[src/rtl/r2sdf_bf_stage.sv]
// r2sdf_bf_stage: radix-2 single-delay-feedback butterfly stage for a
// streaming 2^N-point FFT. One complex sample per clock; stage n holds a
// D = 2^(n-1) deep feedback delay line.
//
// Pipeline: stage 1 tracks the frame counter and rotates the incoming
// sample by its twiddle; stage 2 runs the butterfly against the delay-line
// head and registers the output.
//
// Optional feature macro: BF_STAGE_SCALE_EN
//   defined   -> sum/difference are halved (arithmetic shift right by 1)
//   undefined -> sum/difference are saturated to W bits
// Twiddle products are saturated to W bits in both builds.
module r2sdf_bf_stage #(
  parameter int N = 3,
  parameter int n = 1,
  parameter int W = 16
) (
  input  logic                    clk,
  input  logic                    rst,
  input  logic                    start_ip,
  input  logic [W-1:0]            ip_re,
  input  logic [W-1:0]            ip_im,
  input  logic [W*(2**(N-1))-1:0] cos_arr,
  input  logic [W*(2**(N-1))-1:0] sin_arr,
  output logic [W-1:0]            op_re,
  output logic [W-1:0]            op_im,
  output logic                    start_op
);

  localparam int D  = 1 << (n - 1);
  localparam int TW = 1 << (N - 1);
  localparam int TI = (N > 1) ? N - 1 : 1;
  localparam logic [N-1:0] CNT_ONE = N'(1);
  localparam logic [N-1:0] CNT_D   = N'(D);

  // Clamp a twiddle accumulator (already shifted down) to W bits.
  function automatic logic [W-1:0] sat_acc(input logic [2*W:0] x);
    logic hi_ones;
    logic hi_zeros;
    hi_ones  = &x[2*W:W-1];
    hi_zeros = ~|x[2*W:W-1];
    if (hi_ones | hi_zeros) begin
      sat_acc = x[W-1:0];
    end else if (x[2*W]) begin
      sat_acc = {1'b1, {(W-1){1'b0}}};
    end else begin
      sat_acc = {1'b0, {(W-1){1'b1}}};
    end
  endfunction

  // Clamp a (W+1)-bit butterfly result to W bits. In the scaled build the
  // value has already been halved, so this never clips there.
  function automatic logic [W-1:0] sat_bf(input logic [W:0] x);
    if (x[W] == x[W-1]) begin
      sat_bf = x[W-1:0];
    end else if (x[W]) begin
      sat_bf = {1'b1, {(W-1){1'b0}}};
    end else begin
      sat_bf = {1'b0, {(W-1){1'b1}}};
    end
  endfunction

  // ------------------------------------------------------------------
  // Twiddle tables unpacked into arrays for indexed lookup
  // ------------------------------------------------------------------
  logic [W-1:0] w_cos_tab [TW];
  logic [W-1:0] w_sin_tab [TW];

  generate
    for (genvar gi = 0; gi < TW; gi++) begin : g_tab
      assign w_cos_tab[gi] = cos_arr[gi*W +: W];
      assign w_sin_tab[gi] = sin_arr[gi*W +: W];
    end
  endgenerate

  // ------------------------------------------------------------------
  // Stage 1: frame counter, arming, twiddle rotation
  // ------------------------------------------------------------------
  logic [N-1:0]  r_cnt;
  logic          r_armed;
  logic          r_first;
  logic [W-1:0]  r_ip_re;
  logic [W-1:0]  r_ip_im;
  logic [W-1:0]  r_b_re;
  logic [W-1:0]  r_b_im;

  logic [N-1:0]  w_cnt;
  logic          w_armed;
  logic          w_first;
  logic [TI-1:0] w_kidx;

  // Count for the sample on the inputs right now: start_ip forces 0, the
  // counter holds at 0 until the first start_ip arms the block. w_first
  // stays set from a start_ip until the counter wraps without one, so
  // start_op only fires for frames that were actually started.
  always_comb begin
    w_armed = r_armed | start_ip;
    if (start_ip) begin
      w_cnt = '0;
    end else if (r_armed) begin
      w_cnt = r_cnt + CNT_ONE;
    end else begin
      w_cnt = '0;
    end
    w_first = start_ip | (r_first & (w_cnt != '0));
  end

  // Twiddle index k = c mod D; stage 1 always uses entry 0.
  generate
    if (n > 1) begin : g_k
      if (n - 1 < TI) begin : g_ext
        assign w_kidx = {{(TI-n+1){1'b0}}, w_cnt[n-2:0]};
      end else begin : g_full
        assign w_kidx = w_cnt[n-2:0];
      end
    end else begin : g_k0
      assign w_kidx = '0;
    end
  endgenerate

  logic signed [2*W-1:0] w_xr;
  logic signed [2*W-1:0] w_xi;
  logic signed [2*W-1:0] w_c;
  logic signed [2*W-1:0] w_s;
  logic signed [2*W-1:0] w_p_rc;
  logic signed [2*W-1:0] w_p_is;
  logic signed [2*W-1:0] w_p_ic;
  logic signed [2*W-1:0] w_p_rs;
  logic signed [2*W:0]   w_acc_re;
  logic signed [2*W:0]   w_acc_im;
  logic signed [2*W:0]   w_sh_re;
  logic signed [2*W:0]   w_sh_im;
  logic [W-1:0]          w_b_re;
  logic [W-1:0]          w_b_im;

  // b = x * (cos - j sin): full-precision products, sum, then drop the
  // Q2.(W-2) fraction bits by arithmetic shift (truncation, no rounding).
  always_comb begin
    w_xr     = {{W{ip_re[W-1]}}, ip_re};
    w_xi     = {{W{ip_im[W-1]}}, ip_im};
    w_c      = {{W{w_cos_tab[w_kidx][W-1]}}, w_cos_tab[w_kidx]};
    w_s      = {{W{w_sin_tab[w_kidx][W-1]}}, w_sin_tab[w_kidx]};
    w_p_rc   = w_xr * w_c;
    w_p_is   = w_xi * w_s;
    w_p_ic   = w_xi * w_c;
    w_p_rs   = w_xr * w_s;
    w_acc_re = {w_p_rc[2*W-1], w_p_rc} + {w_p_is[2*W-1], w_p_is};
    w_acc_im = {w_p_ic[2*W-1], w_p_ic} - {w_p_rs[2*W-1], w_p_rs};
    w_sh_re  = w_acc_re >>> (W - 2);
    w_sh_im  = w_acc_im >>> (W - 2);
    w_b_re   = sat_acc(w_sh_re);
    w_b_im   = sat_acc(w_sh_im);
  end

  // Stage-1 registers: counter state plus the raw and rotated sample.
  always_ff @(posedge clk or posedge rst) begin
    if (rst) begin
      r_cnt   <= '0;
      r_armed <= 1'b0;
      r_first <= 1'b0;
      r_ip_re <= '0;
      r_ip_im <= '0;
      r_b_re  <= '0;
      r_b_im  <= '0;
    end else begin
      r_cnt   <= w_cnt;
      r_armed <= w_armed;
      r_first <= w_first;
      r_ip_re <= ip_re;
      r_ip_im <= ip_im;
      r_b_re  <= w_b_re;
      r_b_im  <= w_b_im;
    end
  end

  // ------------------------------------------------------------------
  // Stage 2: butterfly against the delay-line head
  // ------------------------------------------------------------------
  logic [W-1:0] r_fifo_re [D];
  logic [W-1:0] r_fifo_im [D];

  logic               w_bfly;
  logic [W-1:0]       w_head_re;
  logic [W-1:0]       w_head_im;
  logic signed [W:0]  w_sum_re;
  logic signed [W:0]  w_sum_im;
  logic signed [W:0]  w_dif_re;
  logic signed [W:0]  w_dif_im;
  logic signed [W:0]  w_rsum_re;
  logic signed [W:0]  w_rsum_im;
  logic signed [W:0]  w_rdif_re;
  logic signed [W:0]  w_rdif_im;
  logic [W-1:0]       w_push_re;
  logic [W-1:0]       w_push_im;
  logic [W-1:0]       w_nop_re;
  logic [W-1:0]       w_nop_im;
  logic               w_sop;

  // Butterfly datapath and the phase mux: fill phase forwards the stored
  // difference and stores the input; butterfly phase emits a+b, stores a-b.
  always_comb begin
    w_bfly    = r_cnt[n-1];
    w_head_re = r_fifo_re[D-1];
    w_head_im = r_fifo_im[D-1];
    w_sum_re  = {w_head_re[W-1], w_head_re} + {r_b_re[W-1], r_b_re};
    w_sum_im  = {w_head_im[W-1], w_head_im} + {r_b_im[W-1], r_b_im};
    w_dif_re  = {w_head_re[W-1], w_head_re} - {r_b_re[W-1], r_b_re};
    w_dif_im  = {w_head_im[W-1], w_head_im} - {r_b_im[W-1], r_b_im};
`ifdef BF_STAGE_SCALE_EN
    w_rsum_re = w_sum_re >>> 1;
    w_rsum_im = w_sum_im >>> 1;
    w_rdif_re = w_dif_re >>> 1;
    w_rdif_im = w_dif_im >>> 1;
`else
    w_rsum_re = w_sum_re;
    w_rsum_im = w_sum_im;
    w_rdif_re = w_dif_re;
    w_rdif_im = w_dif_im;
`endif
    if (w_bfly) begin
      w_push_re = sat_bf(w_rdif_re);
      w_push_im = sat_bf(w_rdif_im);
      w_nop_re  = sat_bf(w_rsum_re);
      w_nop_im  = sat_bf(w_rsum_im);
    end else begin
      w_push_re = r_ip_re;
      w_push_im = r_ip_im;
      w_nop_re  = w_head_re;
      w_nop_im  = w_head_im;
    end
    w_sop = r_armed & r_first & (r_cnt == CNT_D);
  end

  // Delay line: shifts exactly once per armed cycle, so the head is always
  // the value pushed D samples earlier.
  always_ff @(posedge clk or posedge rst) begin
    if (rst) begin
      for (int i = 0; i < D; i++) begin
        r_fifo_re[i] <= '0;
        r_fifo_im[i] <= '0;
      end
    end else if (r_armed) begin
      r_fifo_re[0] <= w_push_re;
      r_fifo_im[0] <= w_push_im;
      for (int i = 1; i < D; i++) begin
        r_fifo_re[i] <= r_fifo_re[i-1];
        r_fifo_im[i] <= r_fifo_im[i-1];
      end
    end
  end

  // Output register; held at zero until the block is armed.
  always_ff @(posedge clk or posedge rst) begin
    if (rst) begin
      op_re    <= '0;
      op_im    <= '0;
      start_op <= 1'b0;
    end else begin
      op_re    <= r_armed ? w_nop_re : '0;
      op_im    <= r_armed ? w_nop_im : '0;
      start_op <= w_sop;
    end
  end

endmodule

[config.mk]
export PLATFORM = sky130hd
export DESIGN_NAME = r2sdf_bf_stage
export DESIGN_NICKNAME = d
export VERILOG_FILES = /design/src/rtl/r2sdf_bf_stage.sv
export SDC_FILE = /design/constraint.sdc
export NUM_CORES = 2
export LEC_CHECK = 0
export BUFFER_PORTS_ARGS = -buffer_cell sky130_fd_sc_hd__clkbuf_2
export CAP_MARGIN = 30
export CORE_ASPECT_RATIO = 1.4
export CORE_MARGIN = 2
export CORE_UTILIZATION = 45
export CTS_CLUSTER_SIZE = 10
export DETAILED_ROUTE_END_ITERATION = 10
export PLACE_DENSITY = 0.67
export SYNTH_ARGS = -nofsm -noshare
export SYNTH_HDL_FRONTEND = slang
export SYNTH_SLANG_ARGS = --single-unit
[constraint.sdc]
create_clock -name clk -period 4.2 [get_ports clk]
set_clock_uncertainty 0.15 [all_clocks]
set_input_delay 0.42 -clock clk [delete_from_list [all_inputs] [get_ports clk]]
set_output_delay 0.42 -clock clk [all_outputs]
set_load 0.05 [all_outputs]
Word level (Yosys, flattened, before mapping) --
Cells that the tools add are included. W data, S select, Z words.
Operators by class: add/sub/neg operators 7, $mul 4, equal/unequal tests 5, muxes and demuxes 20, bitwise logic cells 7, reductions and logical operators 7
Operators with widths (number):
- $mux W16 | 18
- $mul A16 B16 Y32 | 4
- $add A16 B16 Y17 | 2
- $sub A16 B16 Y17 | 2
- $add A32 B32 Y33 | 1
- $sub A32 B32 Y33 | 1
- $reduce_and A4 Y1 | 2
- $reduce_or A4 Y1 | 2
- $mux W3 | 2
- $eq A1 B1 Y1 | 4
- $or A1 B1 Y1 | 4
- $add A3 B1 Y3 const B | 1
- $and A1 B1 Y1 | 3
- $eq A3 B1 Y1 const B | 1
- $reduce_bool A3 Y1 | 1
- $logic_not A1 Y1 | 2
Storage, ports and cells: register bits 134, input bits 163, output and inout port bits 33

Longest topological paths before layout --
depth after elaboration 6, gate-level depth with buffers 32

Worst setup path before layout --
OpenSTA, ideal clock, no wires.
path type input to register, start in ip_re[15], end reg r_b_im[10], setup time 118 ps, data arrival time 8002 ps, required time 3932 ps, slack -4070 ps, stages on the path 29, path buffers 4, cells stage by stage clkbuf_1 -> nand2_1 -> inv_1 -> fa_1 -> inv_1 -> fa_1 -> inv_1 -> fa_1 -> inv_1 -> fa_1 -> fa_1 -> fa_1 -> fa_1 -> inv_1 -> fa_1 -> inv_1 -> ha_1 -> or2_2 -> a21oi_1 -> a21oi_1 -> o311a_4 -> a2111oi_4 -> or2_1 -> buf_4 -> and4b_1 -> or3_1 -> buf_2 -> buf_6 -> a21o_1
On the way: word-level cells in the longest chain between the ends 6, elaborated cells between the ends (all ways) 8, classes of those cells add/sub (1); mul (1); mux (2); bitwise (1); reduce/logical (3)
Ends and longest elaborated chain:
- start: declaration | line 21 | input logic [W-1:0] ip_re,
- $mul A16 B16 Y32 * | line 146 | w_p_rs = w_xr * w_s;
- $sub A32 B32 Y33 * | line 148 | w_acc_im = {w_p_ic[2*W-1], w_p_ic} - {w_p_rs[2*W-1], w_p_rs};
- $reduce_or A4 Y1 | line 41 | hi_zeros = ~|x[2*W:W-1];
- $logic_not A1 Y1 | line 41
- $or A1 B1 Y1 | line 42 | if (hi_ones | hi_zeros) begin
- $mux W16 * | line 42
- named net w_b_im[10] | line 134 | logic [W-1:0] w_b_im;
- end signal: assignment | line 172 | r_b_im <= w_b_im;
- end: declaration | line 85 | logic [W-1:0] r_b_im;
The timed path passes the listed nets; every way through them passes the cells marked *. A chain may end at the register's enable or synchronous reset.

Worst setup path in the final report --
start in cos_arr[9], end reg r_b_re[1]
On the way: word-level cells in the longest chain between the ends 6, elaborated cells between the ends (all ways) 8, classes of those cells add/sub (1); mul (1); mux (2); bitwise (1); reduce/logical (3)
Ends and longest elaborated chain:
- start: declaration | line 23 | input logic [W*(2**(N-1))-1:0] cos_arr,
- $mul A16 B16 Y32 * | line 143 | w_p_rc = w_xr * w_c;
- $add A32 B32 Y33 * | line 147 | w_acc_re = {w_p_rc[2*W-1], w_p_rc} + {w_p_is[2*W-1], w_p_is};
- $reduce_or A4 Y1 | line 41
- $logic_not A1 Y1 | line 41
- $or A1 B1 Y1 | line 42
- $mux W16 * | line 42
- named net w_b_re[1] | line 133 | logic [W-1:0] w_b_re;
- end signal: assignment | line 171 | r_b_re <= w_b_re;
- end: declaration | line 84 | logic [W-1:0] r_b_re;
Marked as above.

==> results.py <==
metrics = {
    "cells_and_area": {
        "drive_gt1_frac": 0.1628,
        "nNetsFinal": 7200,
        "final_area_um2": 55890,
        "area_delta_synth_final_pct": 17.61,
    },
    "detailed_routing": {
        "drtIter0Drc": 1858,
        "routed_via_density": 5.093,
        "final_antenna_net_count": 0,
        "top_layer": "met5",
        "met2_length_um": 69830,
        "wl_per_cell_um": 19.16,
        "met3WireLength_um": 5666,
        "firstDrtPassIters": 6,
        "vias": 34930,
        "wl_um": 131400,
        "drc": 0,
        "wl_met1_um": 47300,
    },
    "global_routing": {
        "grt_pass1_wl_um": 209000,
        "gr-total-overflow": 0,
        "grt_antenna_before_repair": 7,
        "grt_pass1_vias": 39100,
        "grt_use_total": 0.2513,
        "grt_max_degree": 83,
    },
    "sta": {
        "setup_viol": 32,
        "fin_crit_sh": 1.818,
        "slew_violations": 0,
        "max_slew_margin": 0.4303,
        "layout_min_cycle_time_ns": 7.635,
        "setup_slack_ns": -3.435,
        "tightest_slew_ns": 0.8525,
        "max_freq_ghz": 0.1310,
        "hold_violations": 0,
        "rsz0062_at_grt": "yes",
    },
    "hold_path": {
        "min_path_cells": 2,
        "hp-class": "primary input to flip-flop",
        "min-delay-start": "ip_im[11]",
        "min_to": "r_ip_im[11]",
    },
    "floorplan": {
        "core_um2": 105100,
        "start_util": 0.4519,
        "row_count": 141,
        "die_h_um": 388.5,
        "pin_count": 196,
        "dieArea_um2": 108300,
        "dieWidth_um": 278.6,
    },
    "synthesis": {
        "synth_edf_count": 0,
        "ys_top_cells_by_count": "inv_1 (1,332), fa_1 (1,176), nand2_1 (523)",
        "ys_seq_area_frac": 0.07057,
        "synth_cell_types": 85,
        "netlist_area_um2": 47520,
        "syn_avg_cell_area_um2": 9.434,
        "synthAdderAreaFrac": 0.5927,
        "yosysMostFrequentCell": "inv_1",
        "netlist_top_cells_area": "fa_1 (50%), inv_1 (11%), ha_1 (9.7%)",
        "synthCells": 5037,
        "muxShareOfSynthArea": 0.001080,
        "synth_compound_area_frac": 0.04937,
        "synthXorXnorAreaFrac": 0.02138,
        "yosys_warnings": 0,
        "yosysTopAreaCell": "fa_1",
        "synth_seq_cells": 134,
        "netlist.area_leader.share": 0.4954,
        "synth_nets": 6744,
        "yosys.area_share.simple": 0.1401,
        "synth_top_family_by_area": "adder cells",
        "async_flop_share": 1.000,
        "synth_top_flop_cell": "dfrtp_1",
    },
    "setup_path": {
        "reg2reg_slack_ns": 0.32,
        "r2r-start": "r_fifo_im[2]",
        "reg2reg_depth": 12,
        "end_kind": "flip-flop",
        "rr_endpoint": "op_im[6]",
        "critical_path_required_ns": 4.48,
        "criticalPathCategory": "primary input to flip-flop",
        "cpLargestDelayFamily": "adder cells",
        "cp-start-kind": "primary input",
        "crit_slowest_cell": "fa_1",
        "cp_num_buf_inv": 8,
        "crit_fanout": 11,
        "cp.arrival_ns": 7.91,
        "max_stage_delay_ns": 0.55,
        "cpMostUsedCell": "fa_1",
    },
    "clock_tree": {
        "root_buffer": "clkbuf_16",
        "cts.clk_slew.worst_paths_ns": 0.06,
        "cts_buffer_depth": 3,
        "clock_sinks": 134,
        "cts_made_buffers": 25,
        "htreeDepth": 4,
        "worst_skew_pair.late_latency_ns": 0.51,
        "cts_tree": "built",
    },
    "place": {
        "io_buffers": 99,
        "dp_hpwl_um": 108900,
        "dpl_cell_area_um2": 53480,
        "gp_congestion": 0.9047,
    },
    "status": {
        "outcome": "complete, but fails checks",
        "violations": "setup timing",
    },
    "run": {
        "maxCapViolCount": 0,
    },
}
-- cell families (layout without fill, tap and decap cells) --
group / Yosys count / in the layout
buffers and inverters: 1572 / 2033
adder cells (fa/ha/maj): 1546 / 1546
AND/OR/NAND/NOR: 1334 / 1334
AO/OA/AOI/OAI: 330 / 331
flip-flops: 134 / 134
XOR/XNOR: 116 / 116
multiplexers: 5 / 5
other: 0 / 2
-- how the worst max path moves through the flow --
| stage | from | cells past startpoint | end | slack, ns |
|---|---|---|---|---|
| 4_1_cts | ip_im[9] | 30 | r_b_re[13] | -3.41 |
| 2_1_floorplan | sin_arr[0] | 29 | r_b_im[10] | -3.71 |
| 5_1_grt | cos_arr[9] | 29 | r_b_re[13] | -3.63 |
| 3_5_place_dp | cos_arr[0] | 29 | r_b_im[13] | -4.21 |
| 6_report | cos_arr[9] | 28 | r_b_re[1] | -3.43 |
| 3_3_place_gp | cos_arr[0] | 29 | r_b_im[13] | -4.15 |
-- final cells by class --
type	count	area (µm²)
inverter	1336	5032
timing repair buffer	664	6218
fill	9325	49260
sequential	134	3354
clock buffer	32	711.9
clock inverter	1	5.005
antenna	2	5.005
tap	1358	1699
multi-input combinational	3332	38860
-- routing by layer --
metal | GRT usage | vias up
met2 | 0.4606 | 950
met1 | 0.2879 | 18170
li1 | - | 15490
met4 | 0.1357 | 8
met3 | 0.02362 | 310
met5 | 0 | -
-- metrics by stage --
| step | setup slack (ns) | hold WS, ns | util | instances | TNS [ns] |
|---|---|---|---|---|---|
| after detailed placement | -4.209 | 0.3096 | 0.5086 | 6759 | -131.77 |
| after global routing | -3.634 | 0.009353 | 0.5315 | 6857 | -114.30 |
| final | -3.435 | 0.01794 | 0.5315 | 6859 | -107.16 |
| after floorplan | -3.706 | 0.2916 | - | 5037 | -110.65 |
| after CTS | -3.411 | 0.02472 | 0.5239 | 6825 | -107.46 |
| after global placement | -4.153 | 0.3008 | 0.5086 | 6759 | -129.94 |
-- repair_timing --
item | 4_1_cts | 5_1_grt
endpoints found under the setup margin | 32 | 38
resized for setup | 135 | 140
buffers inserted | 24 | 28
hold buffers | 4 | 0
cloned | 6 | 8
pin swaps | 73 | 86
endpoints found under the hold margin | 56 | 0
-- cell usage in the layout, fill, tap and decap left out, types with 14 or more instances in the layout --
master,synthesis,final
a21o_1,34,34
a21oi_1,98,75
a21oi_2,0,23
a31oi_1,16,16
and2_1,489,467
and2_4,0,23
buf_12,0,72
buf_4,1,438
buf_6,3,36
buf_8,0,16
clkbuf_16,0,34
clkbuf_2,0,72
dfrtp_1,134,133
fa_1,1176,1148
fa_2,0,28
ha_1,368,351
ha_4,0,14
inv_1,1332,1298
inv_2,0,30
nand2_1,523,515
nand2b_1,31,31
nand3_1,15,14
nor2_1,146,142
nor2b_1,36,36
nor3_1,37,35
o21a_1,18,18
o21ai_0,36,32
o221a_2,15,15
o22ai_1,14,14
xnor2_1,87,86
xor2_1,29,28
-- state kept, by name (all words and copies together), names as in the netlist --
signal and flops:
op_im 16, op_re 16, r_b_im 16, r_b_re 16, r_fifo_im 16, r_fifo_re 16, r_ip_im 16, r_ip_re 16
r_cnt 3, r_armed 1, r_first 1, start_op 1
Power is not shown: default switching activity piles up to over one toggle a cycle in this logic, so the estimate is an artifact.
